`config.mk`:
```
export PLATFORM = sky130hd
export DESIGN_NAME = n64_rom_arbiter
export DESIGN_NICKNAME = d
export VERILOG_FILES = /design/src/rtl/n64_cart_pkg.sv /design/src/rtl/n64_prefetch_fifo.sv /design/src/rtl/n64_rom_arbiter.sv
export SDC_FILE = /design/constraint.sdc
export NUM_CORES = 1
export LEC_CHECK = 0
export ABC_CLOCK_PERIOD_IN_PS = 2730
export BUFFER_PORTS_ARGS = -buffer_cell sky130_fd_sc_hd__buf_2
export CAP_MARGIN = 15
export CORE_UTILIZATION = 35
export CTS_CLUSTER_DIAMETER = 120
export CTS_CLUSTER_SIZE = 12
export DETAILED_ROUTE_END_ITERATION = 10
export SLEW_MARGIN = 40
export SYNTH_ARGS = -nofsm -noshare
export SYNTH_HDL_FRONTEND = slang
export SYNTH_SLANG_ARGS = --single-unit
```
`constraint.sdc`:
```
create_clock -name clk -period 2.73 [get_ports clk]
set_input_delay 0.4095 -clock clk [delete_from_list [all_inputs] [get_ports clk]]
set_output_delay 0.4095 -clock clk [all_outputs]
set_load 0.01 [all_outputs]
```
`src/rtl/n64_cart_pkg.sv`:
```
// n64_cart_pkg: shared types and constants for the N64 cart ROM path.
// Used by n64_rom_arbiter and n64_prefetch_fifo.
package n64_cart_pkg;

    localparam int ADDR_W = 24;

    localparam logic [15:0] UNDERRUN_DATA = 16'hDEAD;

    typedef enum logic [1:0] {
        B_IDLE,
        B_HI,
        B_BURST
    } bus_state_t;

    typedef enum logic [1:0] {
        A_IDLE,
        A_RD,
        A_RD_WAIT,
        A_WR
    } arb_state_t;

endpackage

```
`src/rtl/n64_prefetch_fifo.sv`:
```
// n64_prefetch_fifo: halfword FIFO with flush; push and pop together
// are legal when full (pop frees the slot) and when empty (pop ignored).
module n64_prefetch_fifo
    import n64_cart_pkg::*;
#(
    parameter int FIFO_DEPTH = 4,
    localparam int PW = $clog2(FIFO_DEPTH),
    localparam int CW = PW + 1
) (
    input  logic          clk,
    input  logic          reset,
    input  logic          flush,
    input  logic          push,
    input  logic [15:0]   push_data,
    input  logic          pop,
    output logic [15:0]   head,
    output logic [CW-1:0] count
);

    logic [15:0]   mem [FIFO_DEPTH];
    logic [PW-1:0] rd_ptr;
    logic [PW-1:0] wr_ptr;
    logic          do_push;
    logic          do_pop;

    assign do_pop  = pop && (count != '0);
    assign do_push = push &&
                     ((count != CW'(FIFO_DEPTH)) || do_pop);
    assign head    = mem[rd_ptr];

    always_ff @(posedge clk) begin
        if (reset || flush) begin
            rd_ptr <= '0;
            wr_ptr <= '0;
            count  <= '0;
        end else begin
            if (do_push) begin
                wr_ptr <= wr_ptr + PW'(1);
            end
            if (do_pop) begin
                rd_ptr <= rd_ptr + PW'(1);
            end
            count <= count + CW'(do_push) - CW'(do_pop);
        end
    end

    always_ff @(posedge clk) begin
        if (do_push && !flush && !reset) begin
            mem[wr_ptr] <= push_data;
        end
    end

endmodule

```
`src/rtl/n64_rom_arbiter.sv`:
```
// n64_rom_arbiter: PI cart-bus sequencer, ROM prefetch and SDRAM arbiter.
// Define ROM_BYTESWAP_EN to byte-swap prefetched ROM halfwords.
module n64_rom_arbiter #(
    parameter int FIFO_DEPTH = 4,
    parameter int ADDR_W     = n64_cart_pkg::ADDR_W
) (
    input  logic              clk,
    input  logic              reset,
    input  logic [15:0]       n64_ad_in,
    input  logic              n64_ale_h,
    input  logic              n64_ale_l,
    input  logic              n64_read_n,
    output logic [15:0]       n64_ad_out,
    output logic              n64_ad_oe,
    output logic              sdram_req,
    output logic              sdram_we,
    output logic [ADDR_W-1:0] sdram_addr,
    output logic [15:0]       sdram_wdata,
    input  logic              sdram_ack,
    input  logic [15:0]       sdram_rdata,
    input  logic              sdram_rvalid,
    input  logic              host_req,
    input  logic [ADDR_W-1:0] host_addr,
    input  logic [15:0]       host_wdata,
    output logic              host_ack,
    output logic              underrun
);

    import n64_cart_pkg::*;

    localparam int CW = $clog2(FIFO_DEPTH) + 1;

    logic              prev_ale_h;
    logic              prev_ale_l;
    logic              prev_read_n;
    logic              ale_h_fall;
    logic              ale_l_fall;
    logic              read_fall;
    bus_state_t        bus_state;
    bus_state_t        bus_next;
    arb_state_t        arb_state;
    arb_state_t        arb_next;
    logic [15:0]       addr_hi;
    logic [ADDR_W-1:0] ptr;
    logic              drop;
    logic              flush;
    logic              push;
    logic              pop;
    logic              fifo_empty;
    logic              fifo_full;
    logic              pf_eligible;
    logic              burst_read;
    logic [15:0]       push_data;
    logic [15:0]       fifo_head;
    logic [CW-1:0]     fifo_count;

    assign ale_h_fall = prev_ale_h && !n64_ale_h;
    assign ale_l_fall = prev_ale_l && !n64_ale_l;
    assign read_fall  = prev_read_n && !n64_read_n;
    assign flush      = ale_h_fall;
    assign burst_read = read_fall && (bus_state == B_BURST);

    assign fifo_empty = (fifo_count == '0);
    assign fifo_full  = (fifo_count == CW'(FIFO_DEPTH));

    // A fresh ALE_H fall blocks issue so no read targets a stale burst.
    assign pf_eligible = (bus_state == B_BURST) &&
                         !fifo_full && !flush;

    assign push = (arb_state == A_RD_WAIT) && sdram_rvalid &&
                  !drop && !flush;
    assign pop  = burst_read && !fifo_empty;

    assign host_ack = (arb_state == A_WR) && sdram_ack;

`ifdef ROM_BYTESWAP_EN
    assign push_data = {sdram_rdata[7:0], sdram_rdata[15:8]};
`else
    assign push_data = sdram_rdata;
`endif

    always_ff @(posedge clk) begin
        if (reset) begin
            prev_ale_h  <= 1'b1;
            prev_ale_l  <= 1'b1;
            prev_read_n <= 1'b1;
        end else begin
            prev_ale_h  <= n64_ale_h;
            prev_ale_l  <= n64_ale_l;
            prev_read_n <= n64_read_n;
        end
    end

    always_ff @(posedge clk) begin
        if (reset) begin
            bus_state <= B_IDLE;
        end else begin
            bus_state <= bus_next;
        end
    end

    always_comb begin
        bus_next = bus_state;
        if (n64_ale_h && n64_ale_l) begin
            bus_next = B_IDLE;
        end else if (ale_h_fall) begin
            bus_next = B_HI;
        end else if (ale_l_fall && (bus_state == B_HI)) begin
            bus_next = B_BURST;
        end
    end

    always_ff @(posedge clk) begin
        if (reset) begin
            addr_hi <= '0;
            ptr     <= '0;
        end else begin
            if (ale_h_fall) begin
                addr_hi <= n64_ad_in;
            end
            if (ale_l_fall && (bus_state == B_HI)) begin
                ptr <= ADDR_W'({addr_hi, n64_ad_in} >> 1);
            end else if ((arb_state == A_RD) && sdram_ack &&
                         !drop && !flush) begin
                ptr <= ptr + ADDR_W'(1);
            end
        end
    end

    always_ff @(posedge clk) begin
        if (reset) begin
            arb_state <= A_IDLE;
        end else begin
            arb_state <= arb_next;
        end
    end

    always_comb begin
        arb_next = arb_state;
        case (arb_state)
            A_IDLE: begin
                if (pf_eligible) begin
                    arb_next = A_RD;
                end else if (host_req) begin
                    arb_next = A_WR;
                end
            end
            A_RD: begin
                if (sdram_ack) begin
                    arb_next = A_RD_WAIT;
                end
            end
            A_RD_WAIT: begin
                if (sdram_rvalid) begin
                    arb_next = A_IDLE;
                end
            end
            A_WR: begin
                if (sdram_ack) begin
                    arb_next = A_IDLE;
                end
            end
            default: arb_next = A_IDLE;
        endcase
    end

    always_ff @(posedge clk) begin
        if (reset) begin
            sdram_req   <= 1'b0;
            sdram_we    <= 1'b0;
            sdram_addr  <= '0;
            sdram_wdata <= '0;
        end else if (arb_state == A_IDLE) begin
            if (pf_eligible) begin
                sdram_req  <= 1'b1;
                sdram_we   <= 1'b0;
                sdram_addr <= ptr;
            end else if (host_req) begin
                sdram_req   <= 1'b1;
                sdram_we    <= 1'b1;
                sdram_addr  <= host_addr;
                sdram_wdata <= host_wdata;
            end
        end else if (sdram_ack) begin
            sdram_req <= 1'b0;
        end
    end

    // A flushed read still completes on the SDRAM side; only its data dies.
    always_ff @(posedge clk) begin
        if (reset) begin
            drop <= 1'b0;
        end else if (flush && ((arb_state == A_RD) ||
                     ((arb_state == A_RD_WAIT) && !sdram_rvalid))) begin
            drop <= 1'b1;
        end else if ((arb_state == A_RD_WAIT) && sdram_rvalid) begin
            drop <= 1'b0;
        end
    end

    always_ff @(posedge clk) begin
        if (reset) begin
            n64_ad_out <= '0;
            n64_ad_oe  <= 1'b0;
            underrun   <= 1'b0;
        end else begin
            n64_ad_oe <= (bus_state == B_BURST) && !n64_read_n;
            if (burst_read) begin
                if (fifo_empty) begin
                    n64_ad_out <= UNDERRUN_DATA;
                    underrun   <= 1'b1;
                end else begin
                    n64_ad_out <= fifo_head;
                end
            end
        end
    end

    n64_prefetch_fifo #(
        .FIFO_DEPTH (FIFO_DEPTH)
    ) u_fifo (
        .clk       (clk),
        .reset     (reset),
        .flush     (flush),
        .push      (push),
        .push_data (push_data),
        .pop       (pop),
        .head      (fifo_head),
        .count     (fifo_count)
    );

endmodule

```
==> flow_summary.toml, run 1 <==
[outcome]
outcome = "finished, final reports clean"

[worst_setup_path]
cp-start-kind = "flip-flop"
regToRegEndpoint = "u_fifo.count[2]"
worstPathCellList = "or3_1 -> nand2_1 -> clkinv_1 -> ha_1 -> inv_1 -> ha_1 -> inv_1 -> fa_1 -> xor2_1 -> xnor2_1 -> nor2_1"
worstPathMaxFanout = 4
timing.critical_path.max_delay_family = "adder cells"
cpMaxStageDelayCell = "or3_1"
worst_path_largest_cell_delay_ns = 0.40
setup.worst_path.class = "reg -> reg"
crit_path_end_kind = "flip-flop"
cp.arrival_ns = 2.62
critical_path_buffers_and_inverters = 3
worst_ep_required_time_ns = 3.04
timing.rr.start = "u_fifo.count[2]"
critical_path_depth = 11
number_of_cells_on_the_worst_reg_to_reg_path = 11
setup.reg_to_reg.worst_slack_ns = 0.41

[floorplan]
placementRows = 52
floorplan.die_area_um2 = 21300
boundaryPins = 141
placeableCoreArea_um2 = 20300
die_x_um = 146
die_height_um = 146
floorplan.initialDensity_pct = 35.7

[clocking]
tritoncts_clock_tree = "yes"
max-clock-path-buffers = 2
tritoncts_num_sinks = 174
cts_inserted_buffers = 17
cts_resized = 0
cts.htree.levels = 4
post-cts-setup-buffer-count = 0
cell_chosen_for_the_clock_root = "clkbuf_16"
clk_pin_slew_worst_paths_ns = 0.06
worst_skew_pair.late_latency_ns = 0.42
cts_hold_buffers = 0

[logic_synthesis]
number_of_unique_standard_cell_types_used_by_synthesis = 56
syn_avg_cell_area_um2 = 11.1
synth.cell_area_um2 = 7260
yosys_most_used_dff = "dfxtp_1"
synth-edff-count = 64
postSynth.asyncResetShare_pct = 0
synth_sequential_area_ratio_pct = 56.8
syn-instance-count = 655
synth_warnings = 0
cell_types_occupying_the_most_area_after_synthesis = "dfxtp_1 (30%), edfxtp_1 (26%), mux4_2 (5.0%)"
synth_largest_area_cell = "dfxtp_1"
synth_seq_cells = 174
synthDominantCellAreaShare_pct = 30.3
syn-num-nets = 743

[detailed_routing]
initialDrtViolationCount = 347
drcViolationCount = 0
route.detailed.wl_per_inst_um = 16.4
antenna_violating_nets_post_route = 0
dr_total_vias = 5529
routed_wirelength_um = 17700
viasPerCell = 5.12
detail_route.first_pass.iterations = 5

[timing]
timing.final.crit_period_ns = 2.32
timing.final.ws_setup_ns = 0.411
worstMarginPinSlew_ns = 0.696
rsz0062_at_grt = "false"
final_min_period_over_clock_period_pct = 84.9
finalHoldViolations = 0
setup_viol = 0
timing_max_transition_violations_final = 0
maxClockFrequency_mhz = 431
skew_ns = 0.00661
tns_ns = 0
timing.max_slew.rel_slack_pct = 53.6

[grt]
globalRouteOverflowTotal = 0
grt_antenna_before_repair = 0
gr-usage-all-layers_pct = 17.0
first_global_vias = 5140
global_route_wire_length_before_repair_um = 28200
maximum_number_of_pins_on_one_net_before_global_route_repair = 45

[layout]
antenna_cells_inserted = 0
layout.cells.most_common_list = "buf_2 (139), dfxtp_1 (110), nand2_1 (67)"
fin_cells = 1080
multi_input_area_um2 = 2940
final_common_cell = "buf_2"
finish.net_count = 885
num-fill-cells = 1964
drive_above_1_share_pct = 29.0
final_core_util_pct = 43.9
area_growth_syn_to_layout_pct = 22.9
area.sequential_um2 = 4120

[hold_path]
hold_path_depth = 1
min_path_type = "in -> reg"
worstHoldStart = "sdram_rdata[7]"
worst_hold_path.endpoint = "u_fifo.mem[0][7]"

[flow_run]
timing.max_cap.violations = 0

[power]
total_leakage_power_nw = 3.30
irDropWorstVdd_mv = 0.432
power-per-cell-area_nw_per_um2 = 632
design_power_total_mw = 5.64

[place]
port_buffers = 140
gp_routability_congestion = 0.765
placedCellCount = 1048
dpl.hpwl_um = 12300
post-place-ws_ns = 0.341
==> flip-flops by register name, summed over array words and instances, names as in the netlist, 3 cells and up, named ones only <==
register      count
sdram_wdata      16
n64_ad_out       16
addr_hi           9
ptr              24
u_fifo.count      3
sdram_addr       24
u_fifo.mem       64
==> through the flow <==
| step | hold slack, ns | instance area (µm²) |
|---|---|---|
| 5_1_grt | 0.183 | 8920 |
| 2_1_floorplan | 0.436 | 7260 |
| 3_3_place_gp | 0.439 | 8370 |
| 4_1_cts | 0.183 | 8920 |
| 3_5_place_dp | 0.443 | 8370 |
| 6_report | 0.196 | 8920 |
==> worst reg2reg max path, cell delays in order (launching register included) <==
cell and delay [ns]:
dfxtp_1 0.33, or3_1 0.40, nand2_1 0.10, clkinv_1 0.08
ha_1 0.27, inv_1 0.06, ha_1 0.13, inv_1 0.05
fa_1 0.37, xor2_1 0.22, xnor2_1 0.14, nor2_1 0.05
==> synthesized netlist by cell type (all sizes together), types with 3 or more instances <==
| library cell | count |
|---|---|
| and2 | 6 |
| nand3 | 10 |
| and4 | 3 |
| edfxtp | 64 |
| a211oi | 29 |
| nand2 | 67 |
| nand3b | 3 |
| nand4 | 9 |
| or2 | 7 |
| mux4 | 16 |
| xnor2 | 7 |
| buf | 8 |
| o31ai | 15 |
| and3 | 3 |
| a21oi | 54 |
| or3 | 4 |
| nor2 | 64 |
| a22oi | 6 |
| a311oi | 17 |
| nor2b | 3 |
| clkbuf | 37 |
| xor2 | 4 |
| inv | 12 |
| mux2i | 25 |
| a2bb2oi | 3 |
| nor3b | 3 |
| nor3 | 15 |
| dfxtp | 110 |
| or4 | 17 |
| nand2b | 3 |
| ha | 7 |
| o21ai | 4 |
==> metal layers <==
metal | vias up | wire length [µm] | part of all wire [%] | track usage (%)
li1 | 2716 | - | - | -
met1 | 2649 | 8360 | 47 | 23.1
met2 | 150 | 8300 | 47 | 27.1
met3 | 14 | 886 | 5.0 | 3.57
met4 | 0 | 189 | 1.1 | 5.21
met5 | - | 0 | 0 | 0
==> area by class of cell <==
type                       count  share of cell area, %
clock buffer                  27                   5.85
clock inverter                 5                  0.351
inverter                      13                  0.547
multi-input combinational    423                   33.0
sequential                   174                   46.2
tap                          270                   3.79
timing repair buffer         168                   10.2
==> worst max-delay path by stage <==
stage                     slack, ns       startpoint                to
final                          0.41  u_fifo.count[2]   u_fifo.count[2]
after global routing           0.19     bus_state[1]   u_fifo.count[2]
after CTS                      0.41  u_fifo.count[2]   u_fifo.count[2]
after detailed placement       0.34       n64_read_n   u_fifo.count[2]
after global placement         0.38       n64_read_n  u_fifo.mem[2][0]
after floorplan                0.22       n64_read_n   u_fifo.count[2]
==> logic make-up after synthesis <==
group / share of synthesized area [%]
compound gates: 13.0
mux: 8.41
simple gates: 15.8
fa+ha+maj: 1.48
flops: 56.8
buf+inv: 3.14
xor+xnor: 1.33
==> where the power goes <==
group          internal, mW  switching (mW)  leakage, nW
logic                 0.211           0.290         1.55
clock network          1.31           0.971        0.270
registers              2.79          0.0749         1.48
total                  4.31            1.34         3.30
Power figures use the tool's default switching activity.
==> run 2: changes to the inputs <==
- ABC_CLOCK_PERIOD_IN_PS: 2730 -> 2400
- clock period: 2.73 -> 2.4 ns (I/O delays scaled with it)
==> run 2 against run 1 <==
Cell count is 0.83% higher. Design area up 2.2%. Sequential power grew 14%. Worst hold slack got worse by 0.048 ns. Clock skew rose by 0.0030 ns. Register-to-register slack worse by 0.24 ns. Non-clock buffer count grew 9. Sequential share of layout area is 0.99 points lower. Maximum frequency increased by 3.9%. Critical path type unchanged. Critical endpoint unchanged. Highest routed layer is now met5.
==> flow_summary.toml, run 2 (synthesis results as in run 1) <==
[worst_setup_path]
worst_ep_required_time_ns = 2.70
cp-start-kind = "flip-flop"
worst_path_largest_cell_delay_ns = 0.40
worstPathCellList = "or3_4 -> nand2_2 -> clkinv_1 -> ha_1 -> inv_1 -> ha_1 -> inv_1 -> fa_1 -> xor2_1 -> xnor2_1 -> nor2_1"
cp.arrival_ns = 2.53
crit_path_end_kind = "flip-flop"
setup.worst_path.class = "reg -> reg"
cpMaxStageDelayCell = "or3_4"
worstPathMaxFanout = 4

[layout]
area.sequential_um2 = 4130
reg_with_most_ffs = "u_fifo.mem"
multi_input_area_um2 = 2950
drive_above_1_share_pct = 30.0
largest_register_ffs = 64
num-fill-cells = 1924
final_common_cell = "buf_2"
reg.largest.list = "u_fifo.mem x64, ptr x24, sdram_addr x24"
area_growth_syn_to_layout_pct = 25.7
layout.cells.most_common_list = "buf_2 (139), dfxtp_1 (109), nand2_1 (66)"
finish.net_count = 894
antenna_cells_inserted = 0

[place]
dpl.hpwl_um = 12300
gp_routability_congestion = 0.793
port_buffers = 140

[clocking]
max-clock-path-buffers = 2
clk_pin_slew_worst_paths_ns = 0.06
tritoncts_num_sinks = 174
tritoncts_clock_tree = "yes"
post-cts-setup-buffer-count = 0
worst_skew_pair.late_latency_ns = 0.43
cts_resized = 0
cts.htree.levels = 4
cell_chosen_for_the_clock_root = "clkbuf_16"
cts_hold_buffers = 0
cts_inserted_buffers = 17

[flow_run]
timing.max_cap.violations = 0

[floorplan]
die_x_um = 146
boundaryPins = 141
floorplan.initialDensity_pct = 35.7
placementRows = 52
floorplan.die_area_um2 = 21300
die_height_um = 146
placeableCoreArea_um2 = 20300

[timing]
final_min_period_over_clock_period_pct = 93.0
setup_viol = 0
tns_ns = 0
maxClockFrequency_mhz = 448
timing_max_transition_violations_final = 0
skew_ns = 0.00958
timing.max_slew.rel_slack_pct = 57.4
timing.final.crit_period_ns = 2.23
rsz0062_at_grt = "false"
worstMarginPinSlew_ns = 0.639
finalHoldViolations = 0

[power]
power.switching_fraction_pct = 23.0
p_int_mw = 5.16
power.sequential.fraction_pct = 48.5
irDropWorstVdd_mv = 0.488
p_switching_mw = 1.54
p_clk_share_pct = 42.8
comb_power_share_pct = 8.8
power-per-cell-area_nw_per_um2 = 735
total_leakage_power_nw = 3.38
design_power_total_mw = 6.70

[grt]
maximum_number_of_pins_on_one_net_before_global_route_repair = 75
global_route_wire_length_before_repair_um = 28400
first_global_vias = 5277
globalRouteOverflowTotal = 0
gr-usage-all-layers_pct = 17.0
grt_antenna_before_repair = 1

[detailed_routing]
route.detailed.wl_per_inst_um = 16.3
drcViolationCount = 0
viasPerCell = 5.04
dr_total_vias = 5492
initialDrtViolationCount = 279
routed_wirelength_um = 17700
detail_route.first_pass.iterations = 5
antenna_violating_nets_post_route = 0

[outcome]
outcome = "finished, final reports clean"

[hold_path]
min_path_type = "in -> reg"
==> run 2: final cells by class <==
type	instances	area share [%]
clock inverter	8	1.41
tap	270	3.70
sequential	174	45.2
timing repair buffer	177	11.4
clock buffer	24	5.30
multi-input combinational	423	32.4
inverter	13	0.535
==> run 2: metrics by stage <==
step / hold WS (ns) / utilization (%) / area, µm² / std cells / worst slack (ns)
floorplan: 0.436 / - / 7260 / 655 / 0.0622
global placement: 0.440 / 41.9 / 8500 / 1057 / 0.109
detailed placement: 0.443 / 41.9 / 8500 / 1057 / 0.0880
finish: 0.148 / 44.9 / 9120 / 1089 / 0.167
CTS: 0.129 / 44.9 / 9110 / 1089 / 0.0831
global route: 0.134 / 44.9 / 9120 / 1089 / 0.0134
==> run 2: power groups by stage <==
stage	registers, mW	logic, mW	clock network (mW)
6_report	3.25	0.588	2.86
5_1_grt	3.26	0.651	3.05
4_1_cts	3.25	0.594	2.93
3_5_place_dp	3.31	0.592	0
3_3_place_gp	3.31	0.588	0
2_1_floorplan	3.33	0.302	0
==> run 2: routing by layer <==
metal,track usage [%],vias to the layer above,wire length (µm)
met5,0,-,10
met4,5.26,2,182
met1,22.2,2605,8380
met3,3.76,16,714
met2,28.2,130,8450
li1,-,2739,-
==> run 2: worst paths after layout <==
path / startpoint / endpoint / slack [ns] / depth (start not counted)
worst max-delay path: u_fifo.count[2] / u_fifo.count[2] / 0.17 / 11
worst min-delay path: sdram_rdata[8] / u_fifo.mem[3][8] / 0.15 / 1
worst max register to register: u_fifo.count[2] / u_fifo.count[2] / 0.17 / 11
worst min register to register: sdram_wdata[1] / sdram_wdata[1] / 0.45 / 2
==> run 2: worst max-delay path: cells and delay by family (launching register included) <==
kind	cells	cell delay, ns
fa+ha+maj	3	0.77
simple gates	3	0.53
flops	1	0.34
xor+xnor	2	0.30
buf+inv	3	0.18
